==> src/rtl/i2c_sensor_burst_seq.sv <==
// Burst I2C transaction sequencer: address, register pointer, then N write bytes
// or a repeated-start read of N bytes, driving the bit-level I2C master core.
module i2c_sensor_burst_seq #(
    parameter int DATA_W    = 8,
    parameter int MAX_BYTES = 4,
    parameter int BIT_CYC   = 2,
    parameter int CNT_W     = $clog2(MAX_BYTES + 1)
) (
    input  logic                          clock,
    input  logic                          reset,
    input  logic                          start,
    input  logic                          mode,
    input  logic [6:0]                    sensor_addr,
    input  logic [7:0]                    reg_ptr,
    input  logic [CNT_W-1:0]              byte_count,
    input  logic [MAX_BYTES*DATA_W-1:0]   write_data,
    output logic [MAX_BYTES*DATA_W-1:0]   read_data,
    output logic                          busy,
    output logic                          done,
    output logic                          error,
    output logic                          master_en,
    output logic                          master_start,
    output logic                          master_stop,
    output logic                          master_mode,
    output logic                          master_nack,
    output logic [6:0]                    slave_addr,
    output logic [7:0]                    write_slave_data,
    input  logic [7:0]                    read_slave_data,
    input  logic                          slave_nack
);

    localparam int PH_W = $clog2(10 * BIT_CYC);
    localparam logic [CNT_W-1:0] MAX_N = CNT_W'(MAX_BYTES);

    typedef enum logic [3:0] {
        S_IDLE, S_ADDR, S_PTR, S_PTR_ACK, S_WR_BYTE, S_WR_ACK,
        S_RD_ADDR, S_RD_BYTE, S_RD_ACK, S_STOP, S_DONE
    } state_t;

    state_t                        st_q, st_d;
    logic [PH_W-1:0]               cnt_q, cnt_d;
    logic [CNT_W-1:0]              idx_q, idx_d, n_q, n_d, bc_clamp;
    logic                          mode_q, mode_d, err_q, err_d;
    logic                          ph_end, last_byte;
    logic [6:0]                    addr_q, addr_d, saddr_d;
    logic [7:0]                    ptr_q, ptr_d, wbyte_d;
    logic [MAX_BYTES*DATA_W-1:0]   wdata_q, wdata_d, rd_q, rd_d;

    function automatic logic [PH_W-1:0] ph_last(input state_t s);
        case (s)
            S_ADDR, S_RD_ADDR:             return PH_W'(10 * BIT_CYC - 1);
            S_PTR, S_WR_BYTE, S_RD_BYTE:   return PH_W'(8 * BIT_CYC - 1);
            S_PTR_ACK, S_WR_ACK, S_RD_ACK,
            S_STOP:                        return PH_W'(BIT_CYC - 1);
            default:                       return '0;
        endcase
    endfunction

    always_comb begin
        st_d    = st_q;
        cnt_d   = (cnt_q != '0) ? cnt_q - 1'b1 : '0;
        idx_d   = idx_q;
        n_d     = n_q;
        mode_d  = mode_q;
        addr_d  = addr_q;
        ptr_d   = ptr_q;
        wdata_d = wdata_q;
        rd_d    = rd_q;
        err_d   = err_q;
        ph_end    = (cnt_q == '0);
        last_byte = ((idx_q + 1'b1) == n_q);
        bc_clamp  = (byte_count > MAX_N) ? MAX_N : byte_count;

        case (st_q)
            S_IDLE: if (start) begin
                mode_d  = mode;
                addr_d  = sensor_addr;
                ptr_d   = reg_ptr;
                wdata_d = write_data;
                n_d     = (mode && bc_clamp == '0) ? CNT_W'(1) : bc_clamp;
                idx_d   = '0;
                rd_d    = '0;
                err_d   = 1'b0;
                st_d    = S_ADDR;
            end
            S_ADDR: if (ph_end) begin
                if (slave_nack) begin
                    err_d = 1'b1;
                    st_d  = S_STOP;
                end else begin
                    st_d = S_PTR;
                end
            end
            S_PTR: if (ph_end) st_d = S_PTR_ACK;
            S_PTR_ACK: if (ph_end) begin
                if (slave_nack) begin
                    err_d = 1'b1;
                    st_d  = S_STOP;
                end else if (mode_q) begin
                    st_d = S_RD_ADDR;
                end else if (n_q == '0) begin
                    st_d = S_STOP;
                end else begin
                    st_d = S_WR_BYTE;
                end
            end
            S_WR_BYTE: if (ph_end) st_d = S_WR_ACK;
            S_WR_ACK: if (ph_end) begin
                if (slave_nack) begin
                    err_d = 1'b1;
                    st_d  = S_STOP;
                end else if (last_byte) begin
                    st_d = S_STOP;
                end else begin
                    idx_d = idx_q + 1'b1;
                    st_d  = S_WR_BYTE;
                end
            end
            S_RD_ADDR: if (ph_end) begin
                if (slave_nack) begin
                    err_d = 1'b1;
                    st_d  = S_STOP;
                end else begin
                    st_d = S_RD_BYTE;
                end
            end
            S_RD_BYTE: if (ph_end) begin
                for (int unsigned i = 0; i < MAX_BYTES; i++)
                    if (idx_q == CNT_W'(i)) rd_d[i*DATA_W +: DATA_W] = read_slave_data;
                st_d = S_RD_ACK;
            end
            S_RD_ACK: if (ph_end) begin
                if (last_byte) begin
                    st_d = S_STOP;
                end else begin
                    idx_d = idx_q + 1'b1;
                    st_d  = S_RD_BYTE;
                end
            end
            S_STOP: if (ph_end) st_d = S_DONE;
            default: st_d = S_IDLE;
        endcase

        // every state change starts a fresh phase
        if (st_d != st_q) cnt_d = ph_last(st_d);

        wbyte_d = '0;
        if (st_d == S_PTR) begin
            wbyte_d = ptr_d;
        end else if (st_d == S_WR_BYTE) begin
            for (int unsigned i = 0; i < MAX_BYTES; i++)
                if (idx_d == CNT_W'(i)) wbyte_d = wdata_d[i*DATA_W +: DATA_W];
        end
        saddr_d = (st_d == S_ADDR || st_d == S_RD_ADDR) ? addr_d : '0;
    end

    // Outputs are registered from the next-state decode so they track the state register exactly.
    always_ff @(posedge clock) begin
        if (reset) begin
            st_q             <= S_IDLE;
            cnt_q            <= '0;
            idx_q            <= '0;
            n_q              <= '0;
            mode_q           <= 1'b0;
            addr_q           <= '0;
            ptr_q            <= '0;
            wdata_q          <= '0;
            rd_q             <= '0;
            err_q            <= 1'b0;
            busy             <= 1'b0;
            done             <= 1'b0;
            master_en        <= 1'b0;
            master_start     <= 1'b0;
            master_stop      <= 1'b1;
            master_mode      <= 1'b0;
            master_nack      <= 1'b0;
            slave_addr       <= '0;
            write_slave_data <= '0;
        end else begin
            st_q             <= st_d;
            cnt_q            <= cnt_d;
            idx_q            <= idx_d;
            n_q              <= n_d;
            mode_q           <= mode_d;
            addr_q           <= addr_d;
            ptr_q            <= ptr_d;
            wdata_q          <= wdata_d;
            rd_q             <= rd_d;
            err_q            <= err_d;
            busy             <= (st_d != S_IDLE);
            done             <= (st_d == S_DONE);
            master_en        <= !(st_d inside {S_IDLE, S_DONE});
            master_start     <= !(st_d inside {S_IDLE, S_STOP, S_DONE});
            master_stop      <= (st_d inside {S_IDLE, S_STOP, S_DONE});
            master_mode      <= (st_d inside {S_RD_ADDR, S_RD_BYTE, S_RD_ACK});
            master_nack      <= (st_d == S_RD_ACK) && ((idx_d + 1'b1) == n_d);
            slave_addr       <= saddr_d;
            write_slave_data <= wbyte_d;
        end
    end

    assign read_data = rd_q;
    assign error     = err_q;

endmodule

==> config.mk <==
export PLATFORM = sky130hd
export DESIGN_NAME = i2c_sensor_burst_seq
export DESIGN_NICKNAME = d
export VERILOG_FILES = /design/src/rtl/i2c_sensor_burst_seq.sv
export SDC_FILE = /design/constraint.sdc
export NUM_CORES = 1
export LEC_CHECK = 0
export CAP_MARGIN = 20
export CELL_PAD_IN_SITES_DETAIL_PLACEMENT = 1
export CELL_PAD_IN_SITES_GLOBAL_PLACEMENT = 2
export CORE_UTILIZATION = 28
export CTS_CLUSTER_SIZE = 14
export DETAILED_ROUTE_END_ITERATION = 10
export GPL_ROUTABILITY_DRIVEN = 1
export GPL_TIMING_DRIVEN = 0
export PLACE_DENSITY_LB_ADDON = 0.05
export SLEW_MARGIN = 20
export SYNTH_ARGS = -nofsm -noshare
export SYNTH_HDL_FRONTEND = slang
export SYNTH_SLANG_ARGS = --single-unit
==> constraint.sdc <==
create_clock -name clock -period 4.7 [get_ports clock]
set_input_delay 0.705 -clock clock [delete_from_list [all_inputs] [get_ports clock]]
set_output_delay 0.705 -clock clock [all_outputs]
set_load 0.01 [all_outputs]
==> results of run 1 <==
[cells by family after synthesis]
group	count (synthesis)
xor gates and xnor gates	9
adders and majority gates	16
buffers and inverters	61
muxes	67
and+or+nand+nor	238
AOI/OAI and AO/OA	103
DFF	118
[flip-flops by register name, summed over array words and instances (netlist names), 3 cells and up]
register	count
read_data	32
st_q	4
idx_q	3
ptr_q	8
write_slave_data	8
n_q	3
addr_q	7
slave_addr	7
wdata_q	32
cnt_q	5
[worst paths after layout]
path,end,slack (ns)
min,ptr_q[2]$_SDFF_PP0_,0.46
max,write_slave_data[2]$_SDFF_PP0_,0.40
min reg2reg,ptr_q[2]$_SDFF_PP0_,0.46
max reg2reg,write_slave_data[2]$_SDFF_PP0_,0.40
[metal layers]
metal / vias up / routed length (µm) / track usage [%]
met5: - / 0 / 0
met4: 0 / 282 / 6.41
met2: 94 / 7960 / 28.9
met3: 19 / 1010 / 5.77
met1: 2333 / 8760 / 25.1
li1: 2393 / - / -
[layout make-up]
type	instances	area, µm²
sequential	118	2360
clock buffer	18	439
multi-input combinational	433	2830
clock inverter	13	194
fill	2214	11300
inverter	22	82.6
timing repair buffer	116	1160
buffer	39	171
tap	260	325
[synth_stat cells, types with 2 or more instances]
cell type	n	share of area (%)
inv_1	22	1.5
nand4_1	4	0.46
a32oi_1	2	0.32
xnor2_1	4	0.64
a21oi_1	34	3.1
nand2_1	64	4.4
a31oi_1	3	0.35
and2_1	15	1.7
o21ai_1	7	0.64
mux2_2	4	0.83
o31a_1	2	0.32
xor2_1	5	0.81
mux2i_1	63	12
o21bai_1	2	0.28
buf_2	11	1.0
a21oi_2	2	0.32
a221oi_1	6	0.97
o22a_1	4	0.64
and3_1	4	0.46
ha_1	16	3.7
a211oi_1	3	0.41
nor3_1	16	1.5
a32o_1	3	0.55
o22ai_1	2	0.23
o21ai_0	12	1.1
nor4_1	4	0.46
nand3_1	6	0.55
nor4b_1	5	0.81
buf_1	3	0.21
clkbuf_1	23	1.6
nand3b_1	8	1.1
nor2_1	96	6.6
a211o_1	4	0.64
dfxtp_1	118	43
nand2b_1	2	0.23
a311oi_1	3	0.48
a21o_1	2	0.28
[cell usage in the layout, fill, tap and decap left out, types with 5 or more instances in the layout]
cell             synthesis  layout
dfxtp_1                118     118
clkdlybuf4s50_1          0     116
nor2_1                  96      96
nand2_1                 64      64
mux2i_1                 63      63
a21oi_1                 34      34
clkbuf_1                23      23
inv_1                   22      22
clkbuf_16                0      17
nor3_1                  16      16
ha_1                    16      16
and2_1                  15      15
o21ai_0                 12      12
buf_2                   11      11
nand3b_1                 8       8
o21ai_1                  7       7
nand3_1                  6       6
a221oi_1                 6       6
xor2_1                   5       5
nor4b_1                  5       5
[power by group through the flow]
| stage | Clock (mW) | Sequential, mW | Combinational, mW |
|---|---|---|---|
| after floorplan | 0 | 1.21 | 0.868 |
| after global placement | 0 | 1.20 | 1.28 |
| after detailed placement | 0 | 1.20 | 1.30 |
| after CTS | 1.44 | 1.18 | 1.31 |
| after global routing | 1.49 | 1.20 | 1.44 |
| final | 1.41 | 1.18 | 1.30 |
[worst min-delay path: stages, from the launching register on]
cell,delay (ns)
dfxtp_1,0.30
nand2_1,0.05
a21oi_1,0.07
[metrics by stage]
stage / std cells / area, µm²
4_1_cts: 1019 / 7560
3_5_place_dp: 988 / 6930
5_1_grt: 1019 / 7560
2_1_floorplan: 612 / 5440
6_report: 1019 / 7560
3_3_place_gp: 988 / 6920
==> results.toml, run 1 <==
[status]
outcome = "finished, final reports clean"

[yosys]
ys_types = 65
synthFlopType = "dfxtp_1"
yosysSeqAreaShare_pct = 43.5
synth_top_family_by_area = "simple AND/OR/NAND/NOR gates"
synth_fa_ha_area_share_pct = 3.68
synthArstFlopShare_pct = 0
yosys.area_share.xor_xnor_pct = 1.45
synth_edf_count = 0
synth.area.mux_share_pct = 12.4
avgSynthCellArea_um2 = 8.88
synth_cells = 612
yosys.area_share.simple_pct = 20.9
synth-seq-cells = 118
synth_area_mm2 = 0.00544
yosys_warnings = 0
synth_nets = 691
synth_compound_area_share_pct = 13.4

[worst_setup_path]
required_ns = 4.99
crit_chain = "ha_1 -> ha_1 -> xor2_1 -> and3_1 -> clkbuf_1 -> o21ai_1 -> nand2_1 -> a22oi_1 -> inv_1 -> ha_1 -> inv_1 -> clkbuf_1 -> o21ai_0 -> a221oi_1 -> o21ai_1"
cpMostUsedCell = "ha_1"
critPathKind = "reg -> reg"
endpoint_kind = "flop"
crit_family = "compound AO/OA/AOI/OAI gates"
cp_slowest_cell = "a221oi_1"
path_buf_inv = 4
startpoint_type = "flop"
rr_startpoint = "idx_q[0]$_SDFF_PP0_"
cp_max_fo = 10
cp.depth = 15
cp_data_arrival_time_ns = 4.58
slowest_delay_ns = 0.46
cp-startpoint = "idx_q[0]$_SDFF_PP0_"
rr_worst_depth = 15

[global_routing]
gr-usage-all-layers_pct = 18.9
antenna_found_initial = 0
grt_pass1_vias = 5092
grt_pass1_wl_um = 28500
gr-total-overflow = 0
grt_max_degree = 17

[route]
post_drt_via_cell_ratio = 4.75
wl_per_cell_um = 17.7
first_pass_iters = 4
ant_nets = 0
drcViolationCount = 0
wl_um = 18000
drt_iter0_markers = 194
vias = 4839

[cts]
ctsResizeCount = 0
cts_max_level = 4
cts_sinks = 118
post_cts_buffers = 0
cts_tree = "built"
clk_latency_ns = 0.42
cts_hold_buffers = 0
clock-root-buffer = "clkbuf_16"
clock_path_buffers = 2
cts.clk_slew.worst_paths_ns = 0.05
numCtsBuffers = 17

[pwr]
p_leak_nw = 3.00
power_per_cell_area_mw_per_mm2 = 514
swShare_pct = 34.3
p_sw_mw = 1.33
seq_power_share_pct = 30.4
power.total_mw = 3.89
cell_internal_pwr_mw = 2.55
ir_drop_v = 0.000289
p_comb_share_pct = 33.3
clkPwrFrac_pct = 36.2

[sta]
drv_slew = 0
fmax_ghz = 0.233
final_hold_viol_count = 0
holdWs_ns = 0.462
setup_viol = 0
fin_setup_tns_ns = 0
finalCritPeriodShare_pct = 91.4
clock-skew-final_ns = 0.00819
slew_headroom_pct = 44.5
worst_pin_slew_ns = 0.827
setup_slack_ns = 0.404
rsz0062_at_grt = "false"
min_period_ns = 4.30

[floorplan]
die_y_um = 141
die-area_mm2 = 0.0200
initial_utilization_pct = 28.8
fp-row-count = 50
die_x_um = 141
pin_count = 118
core-area_mm2 = 0.0189

[place]
io_buffer_count = 116
dpl.hpwl_um = 13600
dpl_worst_slack_ns = 0.374
place.gp.congestion = 0.814

[finish]
drive_gt1_share_pct = 8.43
diodes = 0
layout-area-overhead-vs-synth_pct = 39.1
nets = 826
postLayoutCoreUtil_pct = 40.0

[worst_hold_path]
hold_depth = 2
hp-class = "reg -> reg"
worstHoldStart = "ptr_q[2]$_SDFF_PP0_"

[flow_run]
cap_viol_max_count = 0
(Power assumes the default switching activity.)
==> run 2: changes to the inputs <==
- CORE_UTILIZATION: 28 -> 30
==> results.toml, run 2 (synthesis results as in run 1) <==
[floorplan]
die_y_um = 137
die-area_mm2 = 0.0187
pin_count = 118
die_x_um = 137
fp-row-count = 48
core-area_mm2 = 0.0175
initial_utilization_pct = 31.1

[sta]
setup_viol = 0
drv_slew = 0
final_hold_viol_count = 0
slew_headroom_pct = 45.6
fmax_ghz = 0.240
fin_setup_tns_ns = 0
rsz0062_at_grt = "false"
worst_pin_slew_ns = 0.812
clock-skew-final_ns = 0.00988
min_period_ns = 4.17
finalCritPeriodShare_pct = 88.8

[global_routing]
grt_pass1_vias = 5112
gr-total-overflow = 0
gr-usage-all-layers_pct = 19.8
grt_pass1_wl_um = 27800
grt_max_degree = 17
antenna_found_initial = 0

[cts]
numCtsBuffers = 17
ctsResizeCount = 0
post_cts_buffers = 0
cts_max_level = 4
cts.clk_slew.worst_paths_ns = 0.06
cts_tree = "built"
clock_path_buffers = 2
cts_hold_buffers = 0
clk_latency_ns = 0.42
clock-root-buffer = "clkbuf_16"
cts_sinks = 118

[pwr]
power.total_mw = 3.83
power_per_cell_area_mw_per_mm2 = 511
p_leak_nw = 3.00
ir_drop_v = 0.000277

[worst_hold_path]
worstHoldStart = "ptr_q[2]$_SDFF_PP0_"
hold_depth = 2
min_to = "ptr_q[2]$_SDFF_PP0_"
hp-class = "reg -> reg"

[place]
io_buffer_count = 116
place_inst = 953
place.gp.congestion = 0.806
dpl.hpwl_um = 13400

[flow_run]
cap_viol_max_count = 0

[route]
post_drt_via_cell_ratio = 4.93
drt_iter0_markers = 145
wl_um = 17600
wl_per_cell_um = 17.8
first_pass_iters = 4
drcViolationCount = 0
ant_nets = 0
vias = 4852

[status]
outcome = "finished, final reports clean"

[worst_setup_path]
required_ns = 4.99
cpMostUsedCell = "inv_1"
slowest_delay_ns = 0.44
r2r_end = "write_slave_data[2]$_SDFF_PP0_"
startpoint_type = "flop"
cp_max_fo = 10
r2r_setup_slack_ns = 0.53
endpoint_kind = "flop"
crit_chain = "inv_1 -> ha_1 -> xnor2_1 -> and3_1 -> clkbuf_1 -> o21ai_1 -> nand2_1 -> a22oi_1 -> inv_1 -> ha_1 -> inv_1 -> clkbuf_1 -> o21ai_0 -> a221oi_1 -> o21ai_1"
cp_data_arrival_time_ns = 4.46
rr_startpoint = "idx_q[0]$_SDFF_PP0_"
critPathKind = "reg -> reg"
cp_slowest_cell = "dfxtp_1"
rr_worst_depth = 15

[finish]
drive_gt1_share_pct = 8.42
final_cell_mix = "118 x dfxtp_1, 116 x clkdlybuf4s50_1, 96 x nor2_1"
final_common_cell = "dfxtp_1"
layout-area-overhead-vs-synth_pct = 38.0
nets = 826
diodes = 0
stdcell_count = 985
-- run 2: critical path, delay by kind of cell (launching register included) --
family          cells  cell delay (ns)
fa+ha+maj           2             0.68
flops               1             0.44
simple gates        2             0.31
xor+xnor            1             0.17
buf+inv             5             1.05
compound gates      5             1.39
-- run 2: per-stage QoR --
step           setup WS [ns]  util, %  cell area [µm²]  hold WS [ns]
6_report               0.527     42.9             7500         0.464
5_1_grt                0.194     42.9             7500         0.482
4_1_cts                0.544     42.9             7500         0.466
3_5_place_dp           0.395     39.4             6880         0.457
3_3_place_gp           0.438     39.4             6880         0.453
2_1_floorplan           1.43        -             5440         0.440
-- run 2: worst max-delay path by stage --
stage	startpoint	to	depth (start not counted)	slack, ns
2_1_floorplan	idx_q[0]$_SDFF_PP0_	write_slave_data[0]$_SDFF_PP0_	15	1.43
5_1_grt	idx_q[0]$_SDFF_PP0_	write_slave_data[2]$_SDFF_PP0_	15	0.19
4_1_cts	idx_q[0]$_SDFF_PP0_	write_slave_data[2]$_SDFF_PP0_	15	0.54
6_report	idx_q[0]$_SDFF_PP0_	write_slave_data[2]$_SDFF_PP0_	15	0.53
3_5_place_dp	start	cnt_q[3]$_SDFF_PP0_	10	0.39
3_3_place_gp	start	cnt_q[2]$_SDFF_PP0_	10	0.44
-- run 2: final cells by class --
type / count / area, µm²
inverters: 22 / 82.6
repair buffers: 116 / 1160
clock inverters: 13 / 171
fillers: 2031 / 9980
well taps: 225 / 282
clock buffers: 19 / 443
plain buffers: 39 / 171
multi-input cells: 433 / 2830
flip-flops and latches: 118 / 2360
-- run 2: metal layers --
| layer | share of wire [%] | up-vias | track usage [%] |
|---|---|---|---|
| met3 | 7.6 | 17 | 6.19 |
| met1 | 47 | 2305 | 26.4 |
| met5 | 0 | - | 0 |
| met2 | 44 | 129 | 30.1 |
| li1 | - | 2401 | - |
| met4 | 1.3 | 0 | 6.60 |
-- run 2: where the power goes --
part / internal [mW] / total [mW] / switching, mW
sequential: 1.13 / 1.18 / 0.0494
combinational: 0.518 / 1.29 / 0.776
clock: 0.855 / 1.36 / 0.505
total: 2.50 / 3.83 / 1.33
